`config.mk`:
```
export PLATFORM = sky130hd
export DESIGN_NAME = satatx_framer
export DESIGN_NICKNAME = d
export VERILOG_FILES = /design/src/rtl/satatx_framer_pkg.sv /design/src/rtl/satatx_crc32.sv /design/src/rtl/satatx_framer.sv
export SDC_FILE = /design/constraint.sdc
export NUM_CORES = 1
export LEC_CHECK = 0
export CAP_MARGIN = 20
export CORE_MARGIN = 2
export CORE_UTILIZATION = 30
export CTS_CLUSTER_SIZE = 16
export DETAILED_ROUTE_END_ITERATION = 12
export GPL_ROUTABILITY_DRIVEN = 0
export SYNTH_ARGS = -nofsm -noshare
export SYNTH_HDL_FRONTEND = slang
export SYNTH_SLANG_ARGS = --single-unit
```
`constraint.sdc`:
```
create_clock -name S_AXI_ACLK -period 5.8 [get_ports S_AXI_ACLK]
set_input_delay 0.87 -clock S_AXI_ACLK [delete_from_list [all_inputs] [get_ports S_AXI_ACLK]]
set_output_delay 0.87 -clock S_AXI_ACLK [all_outputs]
set_load 0.1 [all_outputs]
```
`src/rtl/satatx_framer_pkg.sv`:
```
// Shared SATA link-layer constants and the scrambler step function used by
// both the TX framer and the RX descrambler.
package satatx_framer_pkg;

    localparam logic [15:0] SATA_SCRAMBLER_POLY = 16'ha011;
    localparam logic [15:0] SATA_SCRAMBLER_INIT = 16'hffff;
    localparam logic [31:0] SATA_CRC_INIT       = 32'h52325032;
    localparam logic [31:0] SATA_CRC_POLY       = 32'h04c11db7;

    typedef struct packed {
        logic [31:0] prn;
        logic [15:0] fill;
    } scramble_t;

    // 32 LFSR steps: prn[k] is fill[15] at step k, then shift left and fold in poly.
    function automatic scramble_t sata_scramble(input logic [15:0] fill,
                                                input logic [15:0] poly);
        scramble_t   res;
        logic [15:0] f;
        f       = fill;
        res.prn = 32'h0000_0000;
        for (int k = 0; k < 32; k++) begin
            res.prn[k] = f[15];
            f          = {f[14:0], 1'b0} ^ (f[15] ? poly : 16'h0000);
        end
        res.fill = f;
        return res;
    endfunction

endpackage

```
`src/rtl/satatx_crc32.sv`:
```
// Combinational next-CRC over one 32-bit dword, MSB first, no reflection.
// Shared between the TX framer and the RX CRC checker.
module satatx_crc32
    import satatx_framer_pkg::*;
#(
    parameter logic [31:0] POLY = SATA_CRC_POLY
) (
    input  logic [31:0] crc,
    input  logic [31:0] data,
    output logic [31:0] crc_next
);

    function automatic logic [31:0] crc_step(input logic [31:0] c_in,
                                             input logic [31:0] d_in);
        logic [31:0] c;
        c = c_in;
        for (int i = 31; i >= 0; i--) begin
            c = {c[30:0], 1'b0} ^ ((c[31] ^ d_in[i]) ? POLY : 32'h0000_0000);
        end
        return c;
    endfunction

    assign crc_next = crc_step(crc, data);

endmodule

```
`src/rtl/satatx_framer.sv`:
```
// TX link-layer framer: scrambles a FIS payload, appends its scrambled CRC and
// drops overlong frames while still terminating them with a CRC dword.
module satatx_framer
    import satatx_framer_pkg::*;
#(
    parameter logic [15:0] POLYNOMIAL   = SATA_SCRAMBLER_POLY,
    parameter logic [15:0] INITIAL      = SATA_SCRAMBLER_INIT,
    parameter logic [31:0] CRC_INIT     = SATA_CRC_INIT,
    parameter logic [31:0] CRC_POLY     = SATA_CRC_POLY,
    parameter int          MAX_DWORDS   = 2049,
    parameter bit          OPT_LOWPOWER = 1'b1
) (
    input  logic        S_AXI_ACLK,
    input  logic        S_AXI_ARESET,
    input  logic        i_cfg_scrambler_en,
    input  logic        S_AXIS_TVALID,
    output logic        S_AXIS_TREADY,
    input  logic [31:0] S_AXIS_TDATA,
    input  logic        S_AXIS_TLAST,
    output logic        M_AXIS_TVALID,
    input  logic        M_AXIS_TREADY,
    output logic [31:0] M_AXIS_TDATA,
    output logic        M_AXIS_TLAST,
    output logic        o_err_overlength
);

    localparam int                 COUNT_W   = $clog2(MAX_DWORDS + 2);
    localparam logic [COUNT_W-1:0] COUNT_MAX = COUNT_W'(MAX_DWORDS + 1);
    localparam logic [COUNT_W-1:0] COUNT_LIM = COUNT_W'(MAX_DWORDS);

    typedef enum logic [1:0] {
        ST_IDLE = 2'd0,
        ST_DATA = 2'd1,
        ST_DROP = 2'd2,
        ST_CRC  = 2'd3
    } state_t;

    state_t             state_r;
    logic [15:0]        fill_r;
    logic [31:0]        crc_r;
    logic [COUNT_W-1:0] count_r;
    logic               m_valid_r;
    logic [31:0]        m_data_r;
    logic               m_last_r;
    logic               err_r;

    logic               can_load_s;
    logic               ready_s;
    logic               accept_s;
    scramble_t          scr_s;
    logic [31:0]        prn_s;
    logic [31:0]        crc_next_s;
    logic               overlength_s;
    logic [COUNT_W-1:0] count_inc_s;

    satatx_crc32 #(
        .POLY (CRC_POLY)
    ) u_crc (
        .crc      (crc_r),
        .data     (S_AXIS_TDATA),
        .crc_next (crc_next_s)
    );

    // Handshake, scrambler keystream and dword-count terms for the current cycle
    always_comb begin
        can_load_s = !m_valid_r || M_AXIS_TREADY;
        case (state_r)
            ST_IDLE: ready_s = can_load_s;
            ST_DATA: ready_s = can_load_s;
            ST_DROP: ready_s = 1'b1;
            ST_CRC:  ready_s = 1'b0;
            default: ready_s = 1'b0;
        endcase
        accept_s = S_AXIS_TVALID && ready_s;
        scr_s    = sata_scramble(fill_r, POLYNOMIAL);
        if (i_cfg_scrambler_en) begin
            prn_s = scr_s.prn;
        end else begin
            prn_s = 32'h0000_0000;
        end
        // count_r holds dwords already taken, so this flags dword MAX_DWORDS+1
        overlength_s = (count_r == COUNT_LIM);
        if (count_r < COUNT_MAX) begin
            count_inc_s = count_r + COUNT_W'(1);
        end else begin
            count_inc_s = count_r;
        end
    end

    // Framer state machine with registered output stage
    always_ff @(posedge S_AXI_ACLK or posedge S_AXI_ARESET) begin
        if (S_AXI_ARESET) begin
            state_r   <= ST_IDLE;
            fill_r    <= INITIAL;
            crc_r     <= CRC_INIT;
            count_r   <= '0;
            m_valid_r <= 1'b0;
            m_data_r  <= 32'h0000_0000;
            m_last_r  <= 1'b0;
            err_r     <= 1'b0;
        end else begin
            err_r <= 1'b0;
            if (can_load_s) begin
                m_valid_r <= 1'b0;
                if (OPT_LOWPOWER) begin
                    m_data_r <= 32'h0000_0000;
                    m_last_r <= 1'b0;
                end
            end
            case (state_r)
                ST_IDLE, ST_DATA: begin
                    if (accept_s) begin
                        if (overlength_s) begin
                            err_r   <= 1'b1;
                            count_r <= count_inc_s;
                            state_r <= S_AXIS_TLAST ? ST_CRC : ST_DROP;
                        end else begin
                            m_valid_r <= 1'b1;
                            m_data_r  <= S_AXIS_TDATA ^ prn_s;
                            m_last_r  <= 1'b0;
                            crc_r     <= crc_next_s;
                            fill_r    <= scr_s.fill;
                            count_r   <= count_inc_s;
                            state_r   <= S_AXIS_TLAST ? ST_CRC : ST_DATA;
                        end
                    end
                end
                ST_DROP: begin
                    if (accept_s) begin
                        count_r <= count_inc_s;
                        if (S_AXIS_TLAST) begin
                            state_r <= ST_CRC;
                        end
                    end
                end
                ST_CRC: begin
                    if (can_load_s) begin
                        m_valid_r <= 1'b1;
                        m_data_r  <= crc_r ^ prn_s;
                        m_last_r  <= 1'b1;
                        fill_r    <= INITIAL;
                        crc_r     <= CRC_INIT;
                        count_r   <= '0;
                        state_r   <= ST_IDLE;
                    end
                end
                default: begin
                    state_r <= ST_IDLE;
                end
            endcase
        end
    end

    assign S_AXIS_TREADY    = ready_s;
    assign M_AXIS_TVALID    = m_valid_r;
    assign M_AXIS_TDATA     = m_data_r;
    assign M_AXIS_TLAST     = m_last_r;
    assign o_err_overlength = err_r;

endmodule
```
# --- Yosys cells after proc, flatten, opt, wreduce, memory -nomap -nowiden ---
# Index checks and enable logic that the tools add are counted.
word_totals:
  wordCells: 233
  out_inout_bits: 36
  inputBits: 38
  ff_bits: 97
op_classes:
  n_lt_le_gt_ge: 1
  reduce_logical: 10
  eq_ne: 11
  bitwise: 98
  addsub: 1
  n_mux: 104
ops:
  columns: ["operator", "n"]
  rows:
  - ["bitwise XOR 32 bit", 34]
  - ["2-to-1 mux 27 bit", 32]
  - ["2-to-1 mux 16 bit", 35]
  - ["bitwise XOR 16 bit", 32]
  - ["2-to-1 mux 32 bit", 8]
  - ["one-hot mux 32 bit (2 select lines)", 2]
  - ["2-to-1 mux 12 bit", 3]
  - ["one-hot mux 16 bit (2 select lines)", 1]
  - ["bitwise XOR 1 bit", 32]
  - ["one-hot mux 12 bit (2 select lines)", 1]
  - ["adder 12 x 1 -> 12 bit (second input constant)", 1]
  - ["== test 12 bit (second input constant)", 1]
  - ["less-than comparator 12 bit (second input constant)", 1]
  - ["2-to-1 mux 1 bit", 12]
  - ["2-to-1 mux 2 bit", 6]
  - ["inequality test 2 bit (second input constant)", 4]
  - ["AND reduction 4 bit", 2]
  - ["inequality test 2 x 1 -> 1 bit (second input constant)", 3]
  - ["one-hot mux 2 bit (3 select lines)", 1]
  - ["== test 2 bit (second input constant)", 2]
  - ["one-hot mux 1 bit (2 select lines)", 2]
  - ["one-hot mux 1 bit (3 select lines)", 1]
  - ["AND reduction 3 bit", 1]
  - ["OR reduction 3 bit", 1]
  - ["7 further kinds", 7]

# --- Logic depth before layout (Yosys ltp) ---
# Gate-level depths: netlist of the first run.
logic_depth:
  depth_word: 99
  mapped_depth: 11
  depth_no_buf: 9

# --- Modules after synthesis ---
# From an unflattened synthesis of the first run, not the netlist that was laid out.
hier_totals:
  hier_cells: 859
  hier_area_um2: 9565.4
modules_own_cells:
  columns: ["module", "n_inst", "cells_each", "seq_area_each_um2", "area_per_inst_um2"]
  rows:
  - ["satatx_framer", 1, 608, 2461.1, 6192.2]
  - ["satatx_crc32", 1, 251, 0.0, 3373.2]

# --- Least setup slack after synthesis of the first run ---
# No wires, ideal clock.
synth_path:
  path_type: "flip-flop to output port"
  from: "register m_valid_r (netlist: M_AXIS_TVALID)"
  to: "output port S_AXIS_TREADY"
  slack_ns: 1.323
  arrival_time_ns: 3.607
  required_ns: 4.930
  n_path_buf: 2
  path_stages_with_launch: 5
  cell_sequence: "dfrtp_1 nor2b_1 clkbuf_1 clkbuf_1 a21boi_0"
synth_via:
  elab_chain_cells: 3
synth_rtl:
  columns: ["item", "line", "rtl"]
  rows:
  - ["from (decl)", "satatx_framer.sv:42", "logic m_valid_r;"]
  - ["from (signal assigned)", "satatx_framer.sv:97", "m_valid_r <= 1'b0;"]
  - ["from (signal assigned)", "satatx_framer.sv:104", "m_valid_r <= 1'b0;"]
  - ["from (signal assigned)", "satatx_framer.sv:118", "m_valid_r <= 1'b1;"]
  - ["logical NOT 1 bit", "satatx_framer.sv:66", "can_load_s = !m_valid_r || M_AXIS_TREADY;"]
  - ["logical OR 1 bit", "satatx_framer.sv:66", null]
  - ["one-hot mux 1 bit (3 select lines)", "satatx_framer.sv:67", "case (state_r)"]
  - ["to (decl)", "satatx_framer.sv:17", "output logic S_AXIS_TREADY,"]
# Every way passes these cells.

# --- Worst setup path in the final report of the first run ---
layout_path:
  from: "input port S_AXIS_TDATA[31]"
  to: "register crc_r[9]"
layout_via:
  elab_chain_cells: 47
  word_cells_on_any_way: 69
  classes_between: "20 x mux; 49 x bitwise"
layout_rtl:
  columns: ["item", "line", "rtl"]
  rows:
  - ["from (decl)", "satatx_framer.sv:18", "input logic [31:0] S_AXIS_TDATA,"]
  - ["bitwise XOR 1 bit *", "satatx_crc32.sv:18", "c = {c[30:0], 1'b0} ^ ((c[31] ^ d_in[i]) ? POLY : 32'h0000_0000);"]
  - ["2-to-1 mux 27 bit *", "satatx_crc32.sv:18", null]
  - ["bitwise XOR 32 bit * (6 in a row)", "satatx_crc32.sv:18", null]
  - ["bitwise XOR 1 bit", "satatx_crc32.sv:18", null]
  - ["2-to-1 mux 27 bit", "satatx_crc32.sv:18", null]
  - ["bitwise XOR 32 bit * (6 in a row)", "satatx_crc32.sv:18", null]
  - ["bitwise XOR 1 bit", "satatx_crc32.sv:18", null]
  - ["2-to-1 mux 27 bit", "satatx_crc32.sv:18", null]
  - ["[15 not listed]", null, null]
  - ["2-to-1 mux 27 bit", "satatx_crc32.sv:18", null]
  - ["bitwise XOR 32 bit * (6 in a row)", "satatx_crc32.sv:18", null]
  - ["bitwise XOR 1 bit", "satatx_crc32.sv:18", null]
  - ["2-to-1 mux 27 bit", "satatx_crc32.sv:18", null]
  - ["bitwise XOR 32 bit * (2 in a row)", "satatx_crc32.sv:18", null]
  - ["2-to-1 mux 32 bit *", "satatx_framer.sv:113", "if (overlength_s) begin"]
  - ["2-to-1 mux 32 bit *", "satatx_framer.sv:112", "if (accept_s) begin"]
  - ["one-hot mux 32 bit (2 select lines) *", "satatx_framer.sv:110", "case (state_r)"]
  - ["to (signal assigned)", "satatx_framer.sv:121", "crc_r <= crc_next_s;"]
  - ["to (decl)", "satatx_framer.sv:40", "logic [31:0] crc_r;"]
# Every way passes the cells marked *; elsewhere a longest branch is shown, timed or not. The select of a mux whose other input is x is not followed.
# A chain may end at the register's enable or synchronous reset.

==> results of run 1 <==
==> metrics by stage <==
stage,cells,util
6_report,1306,0.3515
5_1_grt,1306,0.3515
4_1_cts,1305,0.3506
3_5_place_dp,1289,0.3415
3_3_place_gp,1289,0.3415
2_1_floorplan,837,-
==> state kept, by name, summed over array words and instances, names as in the netlist <==
name and count:
o_err_overlength 1, state_r 2, count_r 12, M_AXIS_TVALID 1, M_AXIS_TDATA 32, crc_r 32, fill_r 16, M_AXIS_TLAST 1
==> kinds of logic (layout without fill, tap and decap cells) <==
family          count (synthesis)  count (layout)
simple gates                  121             121
buf+inv                        44             111
xor+xnor                      443             443
fa+ha+maj                       2               2
compound gates                129             129
mux                             1               1
flops                          97              97
==> worst paths after layout <==
kind,startpoint,end,slack [ps],cells past startpoint
max,S_AXIS_TDATA[31],crc_r[9]$_DFFE_PP0P_,780,10
min,M_AXIS_TLAST$_DFF_PP0_,M_AXIS_TLAST$_DFF_PP0_,490,2
max reg2reg,crc_r[26]$_DFFE_PP0P_,crc_r[9]$_DFFE_PP0P_,1330,9
min reg2reg,M_AXIS_TLAST$_DFF_PP0_,M_AXIS_TLAST$_DFF_PP0_,490,2
max in group asynchronous,S_AXI_ARESET,crc_r[13]$_DFFE_PP0P_,3710,3
min in group asynchronous,S_AXI_ARESET,count_r[4]$_DFFE_PP0P_,930,2
==> cell type report <==
type                       instances  share of cell area
sequential                        97              0.2231
tap                              402             0.04559
clock buffer                       9             0.02041
clock inverter                     7            0.005443
multi-input combinational        696              0.6250
inverter                           8            0.002949
timing repair buffer              87             0.07757
==> placed cells by master (no fill, tap or decap), types with 8 or more instances in the layout <==
cell type,count
o21ai_0,24
o21ai_1,9
a21oi_1,45
nand2_1,53
a221o_1,22
xor2_1,84
nor2_1,30
clkbuf_16,9
o22a_1,10
xnor2_2,8
xnor3_1,73
xnor2_1,245
a22oi_1,8
xor3_1,12
clkdlybuf4s50_1,73
dfrtp_1,70
nand3_1,15
dfstp_2,27
buf_4,13
==> per-layer routing <==
| metal | vias to the layer above | share of wire | global-route usage |
|---|---|---|---|
| met5 | - | 0 | 0 |
| met4 | 0 | 0.025 | 0.05000 |
| met3 | 32 | 0.050 | 0.02948 |
| met2 | 176 | 0.45 | 0.2786 |
| met1 | 3160 | 0.47 | 0.2450 |
| li1 | 2940 | - | - |
==> critical path: cells and delay by family <==
family	cells	cell delay [ps]
xor+xnor	8	3690
buf+inv	1	510
compound gates	1	200
==> flow_metrics.env, run 1 <==
export IMPL_synth_top_family_by_area="XOR/XNOR gates"
export IMPL_fin_nets=939
export IMPL_drive_above_1_share=0.1051
export IMPL_yosysSeqAreaShare=0.2591
export IMPL_yosys_area_top_type="xnor2_1"
export IMPL_avgSynthCellArea_um2=11.35
export IMPL_num_antenna_cells=0
export IMPL_routed_wl_mm=28.36
export IMPL_cp_slowest_stage_delay_ps=680
export IMPL_drc=0
export IMPL_grt_pass1_wl_mm=43.27
export IMPL_multi_input_area_um2=6895
export IMPL_area_growth_syn_to_layout_pct=16.13
export IMPL_ys_flop_type="dfrtp_1"
export IMPL_final_setup_tns_ps=0
export IMPL_holdCritPathClass="flip-flop to flip-flop"
export IMPL_synthArstFlopShare=1.000
export IMPL_start_util=0.3026
export IMPL_die_y_um=182.0
export IMPL_place_ws_ps=395.6
export IMPL_path_max_fanout=7
export IMPL_clock_sinks=97
export IMPL_cpMaxStageDelayCell="xnor3_1"
export IMPL_dieWidth_um=182.0
export IMPL_num_fill_cells=3137
export IMPL_cts_buffers=9
export IMPL_synth_compound_area_share=0.08890
export IMPL_die_area_um2=33110
export IMPL_worstPathRequired_ps=6060
export IMPL_critPathMostFrequentCell="xnor3_2"
export IMPL_final_setup_viol_count=0
export IMPL_relSlewSlack=0.3047
export IMPL_worstSetupEndpointType="flip-flop"
export IMPL_htreeDepth=3
export IMPL_root_buffer="clkbuf_16"
export IMPL_muxShareOfSynthArea=0.001054
export IMPL_core_um2=31390
export IMPL_synth_fa_ha_area_frac=0.002634
export IMPL_fin_area_um2=11030
export IMPL_track_usage=0.1750
export IMPL_grt_ovfl_total=0
export IMPL_synth_commonest_cells="xnor2_1, xor2_1, xnor3_1, dfrtp_1, nand2_1"
export IMPL_worstPathArrival_ps=5280
export IMPL_vias=6308
export IMPL_viasPerCell=4.830
export IMPL_grt_pass1_vias=6549
export IMPL_synth_edf_count=0
export IMPL_period_share=0.8656
export IMPL_hold_viol=0
export IMPL_min_period_ps=5021
export IMPL_grt_start_max_net_pins=54
export IMPL_clk_pin_slew_worst_paths_ps=80
export IMPL_worstMarginPinSlew_ps=1043
export IMPL_crit_path_start_kind="input pin"
export IMPL_drv_cap=0
export IMPL_path_class="input pin to flip-flop"
export IMPL_rows=65
export IMPL_dp_hpwl_mm=22.05
export IMPL_avgRoutedWirePerCell_um=21.72
export IMPL_postCtsHoldBufs=0
export IMPL_rsz0062_at_grt="no"
export IMPL_first_iter_violations=401
export IMPL_whs_ps=486.8
export IMPL_yosysMostFrequentCell="xnor2_1"
export IMPL_cp_cell_sequence="clkdlybuf4s50_1, xnor2_2, xnor2_2, xnor2_1, xnor3_2, xnor3_2, xnor3_1, xnor3_2, xnor3_1, a22o_1"
export IMPL_yosys_top_cells_area="xnor2_1, dfrtp_1, xnor3_1"
export IMPL_cts_buffer_depth=2
export IMPL_setup_ws_ps=779.3
export IMPL_cts_repair_timing_setup_buffer_count=0
export IMPL_synth_top_area_share=0.2259
export IMPL_synth_xor_area_share=0.5747
export IMPL_fin_skew_ps=11.26
export IMPL_ios=74
export IMPL_max_freq_mhz=199.2
export IMPL_antenna_found_initial=0
export IMPL_cts_tree="done"
export IMPL_ys_warn_count=0
export IMPL_synth_net_count=877
export IMPL_synthCells=837
export IMPL_slew_violations=0
export IMPL_ys_ff_latch=97
export IMPL_outcome="finished, final reports clean"
export IMPL_yosys_area_share_simple=0.05545
export IMPL_seq_area_um2=2461
export IMPL_cts_resized=0
export IMPL_insertion_delay_ps=370
export IMPL_numPortBuffers=73
export IMPL_post_dp_cell_area_um2=10720
export IMPL_drtPass1Iterations=5
export IMPL_netlist_area_um2=9500
export IMPL_postRouteAntennaNets=0
export IMPL_ys_types=44
Power of run 1 is left out: the tool's default activity adds up to more than one toggle a clock period on the data nets, which glitch-free logic cannot reach.
==> inputs of run 2 (changes only) <==
--- a/config.mk
+++ b/config.mk
@@ -11,6 +11,7 @@
 export CTS_CLUSTER_SIZE = 16
 export DETAILED_ROUTE_END_ITERATION = 12
 export GPL_ROUTABILITY_DRIVEN = 0
+export HOLD_SLACK_MARGIN = 0.06
 export SYNTH_ARGS = -nofsm -noshare
 export SYNTH_HDL_FRONTEND = slang
 export SYNTH_SLANG_ARGS = --single-unit
==> results of run 2 <==
Same layout as run 1: the final DEF is identical, and so are final timing and power.
Power of run 2 is left out for the same reason.
==> inputs of run 3 (changes only) <==
--- a/config.mk
+++ b/config.mk
@@ -5,7 +5,7 @@
 export SDC_FILE = /design/constraint.sdc
 export NUM_CORES = 1
 export LEC_CHECK = 0
-export CAP_MARGIN = 20
+export CAP_MARGIN = 25
 export CORE_MARGIN = 2
 export CORE_UTILIZATION = 30
 export CTS_CLUSTER_SIZE = 16
==> flow_metrics.env, run 3 (synthesis gave the netlist of run 1 again) <==
export IMPL_num_antenna_cells=0
export IMPL_grt_pass1_wl_mm=42.64
export IMPL_hold_viol=0
export IMPL_cts_buffer_depth=2
export IMPL_final_setup_viol_count=0
export IMPL_fin_nets=939
export IMPL_cpMaxStageDelayCell="xnor3_1"
export IMPL_crit_path_start_kind="input pin"
export IMPL_cts_resized=0
export IMPL_path_class="input pin to flip-flop"
export IMPL_worstSetupEndpointType="flip-flop"
export IMPL_min_period_ps=5082
export IMPL_critical_path_top_delay_family="XOR/XNOR gates"
export IMPL_grt_start_max_net_pins=54
export IMPL_avgRoutedWirePerCell_um=21.77
export IMPL_start_util=0.3026
export IMPL_post_dp_cell_area_um2=10740
export IMPL_fin_area_um2=11030
export IMPL_worstPathRequired_ps=6060
export IMPL_clk_pin_slew_worst_paths_ps=80
export IMPL_relSlewSlack=0.2887
export IMPL_max_freq_mhz=196.8
export IMPL_die_y_um=182.0
export IMPL_postRouteAntennaNets=0
export IMPL_period_share=0.8762
export IMPL_hold_depth=2
export IMPL_rows=65
export IMPL_path_max_fanout=7
export IMPL_fin_skew_ps=10.90
export IMPL_core_um2=31390
export IMPL_viasPerCell=4.838
export IMPL_fin_cells=1306
export IMPL_grt_ovfl_total=0
export IMPL_root_buffer="clkbuf_16"
export IMPL_drc=0
export IMPL_dp_hpwl_mm=22.20
export IMPL_rsz0062_at_grt="no"
export IMPL_ios=74
export IMPL_dp_cells=1290
export IMPL_numPortBuffers=73
export IMPL_r2r_cells=9
export IMPL_postCtsHoldBufs=0
export IMPL_antenna_found_initial=0
export IMPL_grt_pass1_vias=6547
export IMPL_routed_wl_mm=28.44
export IMPL_holdCritPathClass="flip-flop to flip-flop"
export IMPL_outcome="finished, final reports clean"
export IMPL_cts_buffers=9
export IMPL_cp_cell_sequence="clkdlybuf4s50_1, xnor2_2, xnor2_2, xnor2_1, xnor3_2, xnor3_2, xnor3_1, xnor3_2, xnor3_1, a22o_1"
export IMPL_worstPathArrival_ps=5340
export IMPL_final_common_cell="xnor2_1"
export IMPL_htreeDepth=3
export IMPL_cts_tree="done"
export IMPL_utilization=0.3515
export IMPL_mostFrequentLayoutCells="xnor2_1, xor2_1, xnor3_1, clkdlybuf4s50_1, dfrtp_1"
export IMPL_clock_sinks=97
export IMPL_critPathMostFrequentCell="xnor3_2"
export IMPL_drive_above_1_share=0.1051
export IMPL_die_area_um2=33110
export IMPL_cp_slowest_stage_delay_ps=680
export IMPL_cts_repair_timing_setup_buffer_count=0
export IMPL_path_buf_inv=1
export IMPL_dieWidth_um=182.0
export IMPL_first_iter_violations=395
export IMPL_vias=6319
export IMPL_final_setup_tns_ps=0
export IMPL_cp_num_cells=10
export IMPL_track_usage=0.1740
export IMPL_slew_violations=0
export IMPL_drtPass1Iterations=5
export IMPL_worstMarginPinSlew_ps=1064
export IMPL_drv_cap=0
export IMPL_area_growth_syn_to_layout_pct=16.13
export IMPL_insertion_delay_ps=370
run 3: cell count changes in the layout (fill, tap and decap cells not counted), sizes merged:
cell	previous run	this run
clkinv	3	0
inv	12	14
clkinvlp	0	1
run 3: worst register-to-register path, stage by stage, from the launching register on:
cell	delay, ps
dfrtp_1	520
xnor2_4	470
xnor2_4	170
xnor3_1	670
xnor3_2	390
xnor3_2	460
xnor3_1	680
xnor3_2	470
xnor3_1	350
a22o_1	200
run 3: path summary, 6_finish.rpt:
kind | startpoint | to | slack [ps]
min in group asynchronous | S_AXI_ARESET | count_r[4]$_DFFE_PP0P_ | 910
min | M_AXIS_TLAST$_DFF_PP0_ | M_AXIS_TLAST$_DFF_PP0_ | 490
max reg2reg | crc_r[26]$_DFFE_PP0P_ | crc_r[9]$_DFFE_PP0P_ | 1310
max in group asynchronous | S_AXI_ARESET | crc_r[13]$_DFFE_PP0P_ | 3710
max | S_AXIS_TDATA[31] | crc_r[9]$_DFFE_PP0P_ | 720
min reg2reg | M_AXIS_TLAST$_DFF_PP0_ | M_AXIS_TLAST$_DFF_PP0_ | 490
run 3: final cells by class:
type,instances,area (um2)
fillers,3126,20360
multi-input cells,696,6895
flip-flops and latches,97,2461
repair buffers,87,848.3
well taps,402,503.0
clock buffers,9,225.2
clock inverters,7,67.56
inverters,8,32.53
run 3: through the flow:
stage,hold WS [ps],setup slack (ps)
floorplan,477.4,1323
global placement,463.0,422.4
detailed placement,473.2,358.8
CTS,493.3,729.1
global route,525.7,571.9
finish,486.7,718.2
run 3: layer usage:
metal,wire length (um),up-vias,track usage,part of all wire
li1,-,2938,-,-
met1,12960,3151,0.2362,0.46
met2,12540,182,0.2665,0.44
met3,1775,48,0.04071,0.062
met4,1162,0,0.07258,0.041
met5,0,-,0,0
Power of run 3 is left out for the same reason.
==> RTL edit, RTL diff (flow settings as in run 2) <==
The parameter `OPT_LOWPOWER` goes from 1'b1 to 1'b0.
--- a/src/rtl/satatx_framer.sv
+++ b/src/rtl/satatx_framer.sv
@@ -9,5 +9,5 @@
     parameter logic [31:0] CRC_POLY     = SATA_CRC_POLY,
     parameter int          MAX_DWORDS   = 2049,
-    parameter bit          OPT_LOWPOWER = 1'b1
+    parameter bit          OPT_LOWPOWER = 1'b0
 ) (
     input  logic        S_AXI_ACLK,
Behaviour: not the same (a bounded check fails within 4 cycles, from zero or initial values and one cycle with S_AXI_ARESET high).
==> RTL edit against run 2 <==
Worst setup slack better by 290 ps; maximum frequency up 6.1%; synthesized area down 4.4%; register-to-register slack worse by 140 ps; global-route usage down 0.68 points; critical endpoint is now crc_r[16]; sequential cell count unchanged; worst hold slack worse by 7.3 ps; largest cell class unchanged; wire length down 8.3%; die area down 4.3%; design area down 3.7%; synthesized cell count down 0.24%.
Power is not shown: default switching activity piles up to over one toggle a cycle in this logic, so the estimate is an artifact.
==> RTL edit: results (changes against run 2) <==
.. list-table::
   :header-rows: 1

   * - Metric
     - Value
   * - Portion of the post-synthesis area used by sequential elements
     - 27.1% (+1.2 points)
   * - Clock tree skew after final layout
     - 13.4 ps (+2.19 ps)
   * - GRT Util Overall
     - 16.8% (-0.68 points)
   * - Met3 layer usage reported by global route
     - 2.71% (-0.24 points)
   * - Via count of the first global-routing pass
     - 6259 (-4.4%)
   * - First-pass GRT wire length
     - 39.2 mm (-9.5%)
   * - Synth unique cells
     - 42 (-4.5%)
   * - Half-perimeter wire length after detailed placement
     - 20.6 mm (-6.4%)
   * - Vias
     - 6076 (-3.7%)
   * - Share of layout cells above drive strength 1
     - 10.6% (+0.11 points)
   * - Net count of the mapped netlist
     - 875 (-0.23%)
   * - Global routing usage on met1
     - 24.0% (-0.49 points)
   * - Reg2reg end
     - M_AXIS_TDATA[31]
   * - Outcome
     - finished clean
   * - Non-filler cells in the finished layout
     - 1295 (-0.84%)
   * - Max stage delay on crit path
     - 650 ps (-30 ps)
   * - Launch instance of the worst min-delay path
     - M_AXIS_TDATA[24]
   * - Fill cell count
     - 2973 (-5.2%)
   * - Pin count of the biggest net entering global routing
     - 51 (-5.6%)
   * - Initial antenna violation count
     - 2 (+2)
   * - Worst reg2reg path startpoint
     - fill_r[6]
   * - CP Max Fanout
     - 6 (-1)
   * - Synth top cells by count
     - sky130_fd_sc_hd__xnor2_1 (236), sky130_fd_sc_hd__nand2_1 (87), sky130_fd_sc_hd__xor2_1 (73)
   * - Arrival time worst endpoint
     - 4990 ps (-290 ps)
   * - Average cell area after synthesis
     - 10.9 µm² (-4.1%)
   * - Main area contributors after synthesis
     - sky130_fd_sc_hd__xnor2_1 (23%), sky130_fd_sc_hd__dfrtp_1 (19%), sky130_fd_sc_hd__xnor3_1 (13%), sky130_fd_sc_hd__dfstp_2 (7.8%), sky130_fd_sc_hd__xor2_1 (7.0%)
   * - Hold EP
     - M_AXIS_TDATA[24]
   * - Grt met2 use
     - 26.4% (-1.4 points)
   * - Total wirelength of the detailed-routed design
     - 26.0 mm (-8.3%)
   * - Normalized max-slew margin
     - 32.3% (+1.8 points)
   * - Number of violations reported at the end of detailed-routing iteration 0
     - 544 (+36%)
   * - Num CTS Buffers
     - 9 (unchanged)
   * - Buffer count from post-CTS setup fixing
     - 0 (unchanged)
   * - Setup slack on the worst flop-to-flop path
     - 1190 ps (-140 ps)
==> RTL edit: changes by cell type after synthesis, moves of 7 or more <==
cell                             run 2  this run
sky130_fd_sc_hd__xor2_1             84        73
sky130_fd_sc_hd__nor2_1             31        45
sky130_fd_sc_hd__o21ai_0            24        51
sky130_fd_sc_hd__nand2_1            54        87
sky130_fd_sc_hd__xnor3_1            73        53
sky130_fd_sc_hd__a22oi_1             8         0
sky130_fd_sc_hd__xnor2_1           245       236
sky130_fd_sc_hd__a21oi_1            46        19
sky130_fd_sc_hd__nand3_1            15         8
sky130_fd_sc_hd__a221o_1            22         0
sky130_fd_sc_hd__mux2i_1             1        32
==> RTL edit: kinds of logic (layout without fill, tap and decap cells) <==
logic type | Yosys count | in the layout | synth area share (%)
muxes | 33 | 33 | 3.65
other | 0 | 1 | 0
and+or+nand+nor | 157 | 157 | 7.07
DFF | 97 | 97 | 27.1
buffers and inverters | 42 | 111 | 1.75
AOI/OAI and AO/OA | 95 | 95 | 5.89
xor gates and xnor gates | 409 | 409 | 54.3
adders and majority gates | 2 | 2 | 0.275
==> RTL edit: metal layers <==
metal | share of wire, % | vias up
met5 | 0.050 | -
met4 | 1.8 | 2
met1 | 47 | 2948
met2 | 45 | 215
li1 | - | 2886
met3 | 6.6 | 25
==> RTL edit: worst register-to-register path: cells and delay by family, from the launching register on <==
family / cells / cell delay, ps
AND/OR/NAND/NOR: 1 / 200
AO/OA/AOI/OAI: 1 / 100
flip-flops: 1 / 430
XOR/XNOR: 7 / 3780
==> RTL edit: layout make-up <==
type                    count  area share, %
diodes                      1         0.0235
clock buffers               9           2.12
well taps                 390           4.59
flip-flops and latches     97           23.2
clock inverters             7          0.753
multi-input cells         696           61.0
inverters                   7          0.271
repair buffers             88           8.12
==> RTL edit: metrics by stage <==
stage | hold WS, ps | cell area, µm² | setup WS, ps
CTS | 490 | 10600 | 1090
global route | 511 | 10600 | 928
finish | 479 | 10600 | 1070
global placement | 463 | 10300 | 700
detailed placement | 473 | 10300 | 709
floorplan | 469 | 9080 | 1620
==> RTL edit: worst max-delay path by stage <==
stage / start / end / depth (start not counted)
after global placement: S_AXIS_TDATA[20] / crc_r[9] / 10
after CTS: S_AXIS_TDATA[25] / crc_r[11] / 10
after floorplan: S_AXIS_TDATA[26] / crc_r[16] / 9
final: S_AXIS_TDATA[26] / crc_r[16] / 10
after detailed placement: S_AXIS_TDATA[25] / crc_r[11] / 10
after global routing: S_AXIS_TDATA[26] / crc_r[16] / 10
